$ cat src/rtl/truth_sweep_pkg.sv
// ============================================================================
//  Module      : truth_sweep_pkg
//  Description : Shared types and constants for the truth-table sweep
//                self-check (state encoding, vector/response geometry and
//                the default golden response image).
//  Revision    : 1.0  initial release
// ============================================================================
`default_nettype none

package truth_sweep_pkg;

    // Sequencer states
    typedef enum logic [1:0] {
        ST_IDLE   = 2'd0,
        ST_APPLY  = 2'd1,
        ST_SAMPLE = 2'd2,
        ST_DONE   = 2'd3
    } state_t;

    localparam int NVEC  = 16;          // number of input vectors swept
    localparam int NOUT  = 3;           // evaluator outputs per vector
    localparam int CAP_W = NVEC * NOUT; // packed response image width

    // Slot i holds {Out_3,Out_2,Out_1} for input vector i
    localparam logic [CAP_W-1:0] DEF_GOLDEN = 48'hF9AC80B4B980;

endpackage

`default_nettype wire

$ cat src/rtl/sweep_check.sv
// ============================================================================
//  Module      : sweep_check
//  Description : Golden lookup, comparator and result registers for the
//                truth-table sweep.
//  Ports       : clk, rst_n      clock / async active-low reset
//                i_clear         clear all results (start accepted)
//                i_sample        record i_resp for vector i_idx this cycle
//                i_idx [3:0]     vector currently applied
//                i_resp [2:0]    evaluator response {Out_3,Out_2,Out_1}
//                o_mismatch      i_resp differs from golden for i_idx
//                o_err_count     mismatching vectors, saturates at 16
//                o_first_fail    index of first mismatching vector
//                o_ff_vld        o_first_fail valid
//                o_capture       packed image of sampled responses
//  Revision    : 1.0  initial release
// ============================================================================
`default_nettype none

module sweep_check
    import truth_sweep_pkg::*;
#(
    parameter logic [CAP_W-1:0] GOLDEN = DEF_GOLDEN
) (
    input  logic             clk,
    input  logic             rst_n,
    input  logic             i_clear,
    input  logic             i_sample,
    input  logic [3:0]       i_idx,
    input  logic [2:0]       i_resp,
    output logic             o_mismatch,
    output logic [4:0]       o_err_count,
    output logic [3:0]       o_first_fail,
    output logic             o_ff_vld,
    output logic [CAP_W-1:0] o_capture
);

    logic [5:0]       w_base;
    logic [2:0]       w_gold;
    logic [4:0]       r_err_count;
    logic [3:0]       r_first_fail;
    logic             r_ff_vld;
    logic [CAP_W-1:0] r_capture;

    assign w_base = 6'(i_idx) * 6'd3;
    assign w_gold = GOLDEN[w_base +: 3];

    // Case inequality so an undriven/X response is reported as a mismatch
    assign o_mismatch = (i_resp !== w_gold);

    always_ff @(posedge clk or negedge rst_n) begin
        if (!rst_n) begin
            r_err_count  <= 5'd0;
            r_first_fail <= 4'd0;
            r_ff_vld     <= 1'b0;
            r_capture    <= '0;
        end else if (i_clear) begin
            r_err_count  <= 5'd0;
            r_first_fail <= 4'd0;
            r_ff_vld     <= 1'b0;
            r_capture    <= '0;
        end else if (i_sample) begin
            r_capture[w_base +: 3] <= i_resp;
            if (o_mismatch) begin
                if (r_err_count != 5'd16) begin
                    r_err_count <= r_err_count + 5'd1;
                end
                if (!r_ff_vld) begin
                    r_first_fail <= i_idx;
                    r_ff_vld     <= 1'b1;
                end
            end
        end
    end

    assign o_err_count  = r_err_count;
    assign o_first_fail = r_first_fail;
    assign o_ff_vld     = r_ff_vld;
    assign o_capture    = r_capture;

endmodule

`default_nettype wire

$ cat src/rtl/truth_sweep_ctrl.sv
// ============================================================================
//  Module      : truth_sweep_ctrl
//  Description : In-system self-check sequencer for a 4-in/3-out
//                combinational evaluator. Steps vectors 0..15, waits SETTLE
//                cycles, samples and compares against GOLDEN.
//  Ports       : clk, rst_n      clock / async active-low reset
//                start           sweep request (accepted in IDLE or DONE)
//                abort           return to IDLE without a done pulse
//                stop_on_fail    halt on first mismatch (latched at start)
//                vec_o [3:0]     evaluator inputs {A,B,C,D}
//                resp_i [2:0]    evaluator outputs {Out_3,Out_2,Out_1}
//                busy            sweep in progress
//                done            1-cycle end-of-sweep pulse
//                pass            no mismatches (valid with/after done)
//                err_count [4:0] mismatching vectors
//                first_fail[3:0] first mismatching vector, ff_vld valid
//                capture [47:0]  sampled response image
//  Revision    : 1.0  initial release
// ============================================================================
`default_nettype none

module truth_sweep_ctrl
    import truth_sweep_pkg::*;
#(
    parameter int               SETTLE       = 1,
    parameter logic [CAP_W-1:0] GOLDEN       = DEF_GOLDEN,
    parameter bit               STOP_ON_FAIL = 1'b0
) (
    input  logic             clk,
    input  logic             rst_n,
    input  logic             start,
    input  logic             abort,
    input  logic             stop_on_fail,
    output logic [3:0]       vec_o,
    input  logic [2:0]       resp_i,
    output logic             busy,
    output logic             done,
    output logic             pass,
    output logic [4:0]       err_count,
    output logic [3:0]       first_fail,
    output logic             ff_vld,
    output logic [CAP_W-1:0] capture
);

    localparam int              CNT_W    = (SETTLE > 1) ? $clog2(SETTLE) : 1;
    localparam logic [CNT_W-1:0] CNT_LOAD = CNT_W'(SETTLE - 1);

    state_t           r_state;
    logic [3:0]       r_idx;
    logic [CNT_W-1:0] r_cnt;
    logic             r_stop;
    logic             r_busy;
    logic             r_done;
    logic             r_pass;

    logic             w_accept;
    logic             w_abort;
    logic             w_sample;
    logic             w_mismatch;
    logic             w_pass_next;
    logic [4:0]       w_err_count;

    // Abort beats start; abort only matters while a sweep is running
    assign w_accept = start && !abort &&
                      ((r_state == ST_IDLE) || (r_state == ST_DONE));
    assign w_abort  = abort &&
                      ((r_state == ST_APPLY) || (r_state == ST_SAMPLE));
    assign w_sample = (r_state == ST_SAMPLE) && !abort;

    // Result of the sweep including the vector being sampled right now
    assign w_pass_next = (w_err_count == 5'd0) && !w_mismatch;

    sweep_check #(
        .GOLDEN (GOLDEN)
    ) u_check (
        .clk          (clk),
        .rst_n        (rst_n),
        .i_clear      (w_accept),
        .i_sample     (w_sample),
        .i_idx        (r_idx),
        .i_resp       (resp_i),
        .o_mismatch   (w_mismatch),
        .o_err_count  (w_err_count),
        .o_first_fail (first_fail),
        .o_ff_vld     (ff_vld),
        .o_capture    (capture)
    );

    always_ff @(posedge clk or negedge rst_n) begin
        if (!rst_n) begin
            r_state <= ST_IDLE;
            r_idx   <= 4'd0;
            r_cnt   <= '0;
            r_stop  <= 1'b0;
            r_busy  <= 1'b0;
            r_done  <= 1'b0;
            r_pass  <= 1'b0;
        end else begin
            r_done <= 1'b0;
            if (w_abort) begin
                r_state <= ST_IDLE;
                r_busy  <= 1'b0;
                r_pass  <= 1'b0;
            end else begin
                case (r_state)
                    ST_IDLE, ST_DONE: begin
                        if (w_accept) begin
                            r_state <= ST_APPLY;
                            r_idx   <= 4'd0;
                            r_cnt   <= CNT_LOAD;
                            r_stop  <= stop_on_fail | STOP_ON_FAIL;
                            r_busy  <= 1'b1;
                            r_pass  <= 1'b0;
                        end else begin
                            r_state <= ST_IDLE;
                        end
                    end
                    ST_APPLY: begin
                        if (r_cnt == '0) begin
                            r_state <= ST_SAMPLE;
                        end else begin
                            r_cnt <= r_cnt - CNT_W'(1);
                        end
                    end
                    ST_SAMPLE: begin
                        if ((w_mismatch && r_stop) || (r_idx == 4'd15)) begin
                            r_state <= ST_DONE;
                            r_busy  <= 1'b0;
                            r_done  <= 1'b1;
                            r_pass  <= w_pass_next;
                        end else begin
                            // Vector advances only on entry to APPLY
                            r_state <= ST_APPLY;
                            r_idx   <= r_idx + 4'd1;
                            r_cnt   <= CNT_LOAD;
                        end
                    end
                    default: r_state <= ST_IDLE;
                endcase
            end
        end
    end

    assign vec_o     = r_idx;
    assign busy      = r_busy;
    assign done      = r_done;
    assign pass      = r_pass;
    assign err_count = w_err_count;

endmodule

`default_nettype wire

$ cat config.mk
export PLATFORM = sky130hd
export DESIGN_NAME = truth_sweep_ctrl
export DESIGN_NICKNAME = d
export VERILOG_FILES = /design/src/rtl/truth_sweep_pkg.sv /design/src/rtl/sweep_check.sv /design/src/rtl/truth_sweep_ctrl.sv
export SDC_FILE = /design/constraint.sdc
export NUM_CORES = 1
export LEC_CHECK = 0
export CAP_MARGIN = 20
export CORE_MARGIN = 1.5
export CORE_UTILIZATION = 48
export CTS_BUF_LIST = sky130_fd_sc_hd__clkbuf_8
export DETAILED_ROUTE_END_ITERATION = 12
export HOLD_SLACK_MARGIN = 0.1
export PLACE_DENSITY = 0.78
export SETUP_SLACK_MARGIN = 0.1
export SKIP_CTS_REPAIR_TIMING = 1
export SLEW_MARGIN = 20
export SYNTH_ARGS = -nofsm -noshare
export SYNTH_HDL_FRONTEND = slang
export SYNTH_HIERARCHICAL = 1
export SYNTH_SLANG_ARGS = --single-unit
$ cat constraint.sdc
create_clock -name clk -period 2.7 [get_ports clk]
set_clock_uncertainty 0.05 [all_clocks]
set_input_delay 0.675 -clock clk [delete_from_list [all_inputs] [get_ports clk]]
set_output_delay 0.675 -clock clk [all_outputs]
set_load 0.01 [all_outputs]
== Yosys cells after proc, flatten, opt, wreduce, memory -nomap -nowiden ==
Cells that the tools add are included.
Widths: inputs -> output; s select.
Storage, ports and cells
  register bits after elaboration: 69
  input bits: 8
  output and inout bits: 65
  word-level logic and storage cells: 94
Cells by class
  $add $sub $neg: 4
  multiply operators: 1
  eq/ne operators: 12
  shift operators: 3
  muxes and demuxes: 36
  bitwise gates (word level): 1
  reductions and logical operators: 26
Operators by type and width (count)
  $mux 48: 2
  $bwmux 48: 1
  $shift 3x8->48 const A: 1
  $shiftx 3x8->48: 1
  $shiftx 48x7->3 const A: 1
  $mux 4: 6
  $mux 5: 4
  $mux 1: 15
  $reduce_and 3->1: 5
  $neg 6->8: 1
  $pmux 4 s2: 1
  $reduce_bool 2->1: 4
  $logic_and 1x1->1: 6
  $mul 4x2->6 const B: 1
  $mux 2: 3
  $ne 3x2->1 const B: 2
  $pmux 2 s3: 1
  $add 5x1->5 const B: 1
  $logic_not 5->1: 1
  $ne 5x5->1 const B: 1
  $add 4x1->4 const B: 1
  $eq 2x2->1 const B: 2
  $eq 4x4->1 const B: 1
  $ne 2x1->1 const B: 2
  other kinds (15): 19

== Logic depth before layout (Yosys ltp) ==
Gate-level depths: netlist (run 1).
  depth in word-level cells: 8
  mapped depth: 12

== Cells and area by module ==
The synthesis (run 1) kept the hierarchy.
Modules (own cells, without submodules)
  sweep_check: times used 1, cells each 294, area each 3138.0 um^2, sequential area each 1451.4 um^2
  truth_sweep_ctrl: times used 1, cells each 54, area each 560.5 um^2, sequential area each 250.2 um^2

== Worst setup path after synthesis (run 1) ==
No wires, ideal clock.
  path kind: reg2reg
  start point: register r_idx[0], in the netlist vec_o[0]
  end point: register r_idx[0], in the netlist vec_o[0]
  library setup time: 125 ps
  arrival: 2792 ps
  slack: -267 ps
  cell stages (with the launch flop): 12
  path buffers: 2
  period minus slack after synthesis: 2967 ps
  path through: dfrtp_1 -> buf_6 -> inv_1 -> ha_1 -> buf_2 -> nand2b_1 -> o22ai_2 -> xor2_4 -> nand2_1 -> a32o_1 -> a211oi_4 -> mux2_4
Between the ends
  longest elaborated chain between the ends: 7
  elaborated cells between the ends (all ways): 11
RTL lines
  start: declaration: line truth_sweep_ctrl.sv:49  | logic [3:0] r_idx;
  start signal: assignment: line truth_sweep_ctrl.sv:134  | r_idx <= r_idx + 4'd1;
  $mul 4x2->6: line sweep_check.sv:44  | assign w_base = 6'(i_idx) * 6'd3;
  $shiftx 48x7->3: line sweep_check.sv:45  | assign w_gold = GOLDEN[w_base +: 3];
  $nex 3x3->1: line sweep_check.sv:48  | assign o_mismatch = (i_resp !== w_gold);
  via w_mismatch: line truth_sweep_ctrl.sv:59  | logic w_mismatch;
  $logic_and 1x1->1: line truth_sweep_ctrl.sv:126  | if ((w_mismatch && r_stop) || (r_idx == 4'd15)) begin
  $logic_or 1x1->1: line truth_sweep_ctrl.sv:126
  $ne 2x2->1 (no source line)
  $reduce_and 4->1 (no source line)
The timed path passes the listed nets, and every way through them passes these cells. The select of a mux whose other input is x is not followed.
A chain may end at the register's enable or synchronous reset.

== Worst setup path after layout (run 1) ==
  start point: register r_idx[1], in the netlist vec_o[1]
  end point: register r_idx[0], in the netlist vec_o[0]
The elaborated chain is that of the path after synthesis.

==> impl_metrics.py, run 1 <==
metrics = {
    "status": {
        "status": "finished, final reports clean",
    },
    "sta": {
        "setup_viol": 0,
        "final.period_utilization_pct": 93.35,
        "max_slew.worst_pin.slew_ns": 0.5805,
        "rsz_0062_raised_after_global_routing": "false",
        "tmin_final_ns": 2.520,
        "fmaxAchievable_mhz": 396.8,
        "final-hold-violation-count": 0,
        "minimum_hold_slack_ns": 0.2643,
        "slew_headroom_pct": 61.30,
        "finalWorstSetupSlack_ns": 0.1796,
        "report.final.slew_viol_count": 0,
    },
    "synthesis": {
        "synth_async_sr_flop_share_pct": 100.0,
        "synth-warning-count": 6,
        "postSynthNetCount": 366,
        "synthDistinctLibCells": 62,
        "yosys-top-cells-area": "dfrtp_1 (46%), mux2i_1 (7.6%), nand2b_1 (4.7%)",
        "synth_top_cell_area_share_pct": 46.01,
        "postSynthRegisterBits": 68,
        "synthesized_area_per_cell_um2": 10.63,
        "mappedNetlistArea_um2": 3699,
        "ys_dominant_reg_cell": "dfrtp_1",
        "synth-edff-count": 0,
        "postSynthCellCount": 348,
        "netlist.top_cell.by_area": "dfrtp_1",
        "synth-seq-area-share_pct": 46.01,
    },
    "setup_path": {
        "worstPathRequired_ns": 2.88,
        "worstSetupPathType": "flip-flop to flip-flop",
        "critPathLaunchType": "flip-flop",
        "crit_fanout": 7,
        "crit_path_top_delay_cell": "dfrtp_2",
        "critical_path_arrival_ns": 2.70,
        "endpoint_kind": "flip-flop",
        "worstPathCellList": "buf_6 > ha_4 > nor2b_1 > o21ai_1 > nor4b_4 > nand2_2 > a32o_2 > a211oi_4 > mux2_4",
        "cpLargestDelayFamily": "compound AO/OA/AOI/OAI gates",
        "timing.critical_path.buf_inv": 1,
        "timing.critical_path.slowest_cell_delay_ns": 0.45,
    },
    "power": {
        "power.combinational.fraction_pct": 8.4,
        "total_power_mw": 2.151,
        "power.internal_mw": 1.633,
        "power-per-cell-area_nw_per_um2": 423.1,
        "clock_power_share_pct": 43.4,
        "sequentialPowerShare_pct": 48.2,
        "power.ir.vdd_worst_uv": 230.5,
        "net_switching_fraction_of_the_power_pct": 24.07,
        "static-leakage-power_nw": 2.180,
        "p_switching_mw": 0.5178,
    },
    "detailed_routing": {
        "ant_nets_after_route": 0,
        "detailedRoute.firstIterationViolations": 161,
        "route.vias.total": 3050,
        "drcViolationCount": 0,
        "routedWlPerCell_um": 16.24,
        "vias_per_cell": 5.417,
        "drt_first_pass_iters": 4,
        "drt_wl_total_um": 9144,
    },
    "cells_and_area": {
        "ff_latch_area_um2": 1704,
        "fillers": 581,
        "area_of_the_multi_input_gates_um2": 1904,
        "layout.cells.most_common": "clkdlybuf4s50_1",
        "num_antenna_cells": 0,
        "most-common-layout-cells": "clkdlybuf4s50_1 (69), dfrtp_1 (66), buf_4 (41)",
        "layout-drive-gt1-share_pct": 21.98,
        "final_nets": 477,
        "layout-area-overhead-vs-synth_pct": 37.48,
        "stdcell_area_um2": 5085,
    },
    "clocking": {
        "path_clk_slew_ns": 0.08,
        "clock_sink_count": 68,
        "ctsRootBufferMaster": "clkbuf_8",
        "cts_max_path_buffers": 2,
        "cts_tree": "done",
        "clock_latency_ns": 0.35,
        "cts-htree-levels": 3,
        "number_of_buffers_inserted_during_clock_tree_synthesis": 9,
    },
    "place": {
        "place_hpwl_um": 6620,
        "port-buffer-count": 72,
        "dpl_cell_area_um2": 4750,
        "place.gp.congestion": 0.8819,
        "worst_slack_placed_ns": -0.2995,
    },
    "global_route": {
        "number_of_global_route_vias_before_repair": 2859,
        "met1_usage_pct": 31.54,
        "grt_pass1_wl_um": 14560,
        "grt-ovfl-total": 0,
        "busiest_layer_in_global_routing": "met2",
        "grt_max_degree": 27,
        "groute.layer.met2.usage_pct": 34.65,
        "grt.total_usage_pct": 22.61,
        "grt_use_met3_pct": 3.872,
        "initial_antenna_violation_count": 0,
    },
    "floorplanning": {
        "die_outline_area_um2": 8241,
        "floorplan.initialDensity_pct": 50.19,
        "design.core.area_um2": 7370,
        "die-width_um": 90.78,
        "die_y_um": 90.78,
        "fp-row-count": 31,
        "ios": 73,
    },
    "min_path": {
        "type_of_the_tightest_min_delay_check": "primary input to asynchronous set/reset pin",
    },
    "job": {
        "maxCapViolCount": 0,
    },
}
per-layer routing:
metal | share of wire (%) | routed length (um)
met1 | 46 | 4195
met2 | 47 | 4335
met3 | 4.5 | 412
met4 | 2.2 | 201
met5 | 0 | 0
synth_stat cells, drive strengths merged, types with 5 or more instances:
cell type and instances:
a21oi 11, a2bb2o 13, buf 7, clkbuf 8, dfrtp 68, ha 10, inv 18, mux2 7
mux2i 28, nand2 26, nand2b 28, nand3 8, nand4 5, nor2 35, nor2b 7, nor3 6
o21ai 7, o22ai 7, o2bb2ai 5
flip-flops by register name (all words and copies together), names as in the netlist:
register and flops:
u_check/o_ff_vld 1, r_state 2, r_stop 1, u_check/o_first_fail 4
pass 1, u_check/o_err_count 5, done 1, vec_o 4
busy 1, u_check/o_capture 48
cells by family (layout without fill, tap and decap cells):
logic type	count (synthesis)	count (layout)	synth area share (%)
xor gates and xnor gates	4	4	1.861
buffers and inverters	33	149	3.958
DFF	68	68	46.01
muxes	35	35	9.810
adders and majority gates	10	10	3.383
AOI/OAI and AO/OA	63	63	14.61
and+or+nand+nor	135	135	20.37
final cells by class:
cell class / instances / share of cell area [%]
inverters: 18 / 1.378
clock buffers: 9 / 2.436
multi-input cells: 247 / 37.45
clock inverters: 7 / 1.944
repair buffers: 115 / 20.84
well taps: 99 / 2.436
flip-flops and latches: 68 / 33.51
through the flow:
stage / setup TNS, ns / utilization [%] / std cells
2_1_floorplan: -0.04132 / - / 348
6_report: 0 / 69.00 / 563
3_3_place_gp: -0.5806 / 64.45 / 537
3_5_place_dp: -1.172 / 64.45 / 537
4_1_cts: 0 / 67.47 / 553
5_1_grt: 0 / 69.00 / 563
worst paths after layout:
| kind | startpoint | end | slack [ns] | depth (start not counted) |
|---|---|---|---|---|
| worst max-delay path | vec_o[1]$_DFFE_PN0P_ | vec_o[0]$_DFFE_PN0P_ | 0.18 | 9 |
| worst min-delay path | rst_n | busy$_DFFE_PN0P_ | 0.26 | 1 |
| worst max register to register | vec_o[1]$_DFFE_PN0P_ | vec_o[0]$_DFFE_PN0P_ | 0.18 | 9 |
| worst min register to register | u_check/o_capture[6]$_DFFE_PN0P_ | u_check/o_capture[6]$_DFFE_PN0P_ | 0.45 | 1 |
| max in group asynchronous | rst_n | u_check/o_capture[41]$_DFFE_PN0P_ | 1.58 | 2 |
| min in group clk | u_check/o_capture[6]$_DFFE_PN0P_ | u_check/o_capture[6]$_DFFE_PN0P_ | 0.45 | 1 |
power groups by stage:
stage | clock network, mW | logic (mW) | registers [mW]
floorplan | 0 | 0.0884 | 1.06
finish | 0.933 | 0.182 | 1.04
detailed placement | 0 | 0.176 | 1.06
global route | 0.996 | 0.199 | 1.04
CTS | 0.945 | 0.177 | 1.04
global placement | 0 | 0.172 | 1.06
Power figures use the tool's default switching activity.
==> run 2: changes to the inputs <==
Settings changed: ABC_CLOCK_PERIOD_IN_PS from default to 2700.
==> results of run 2 <==
The final DEF is identical to that of run 1; final timing and power are the same.
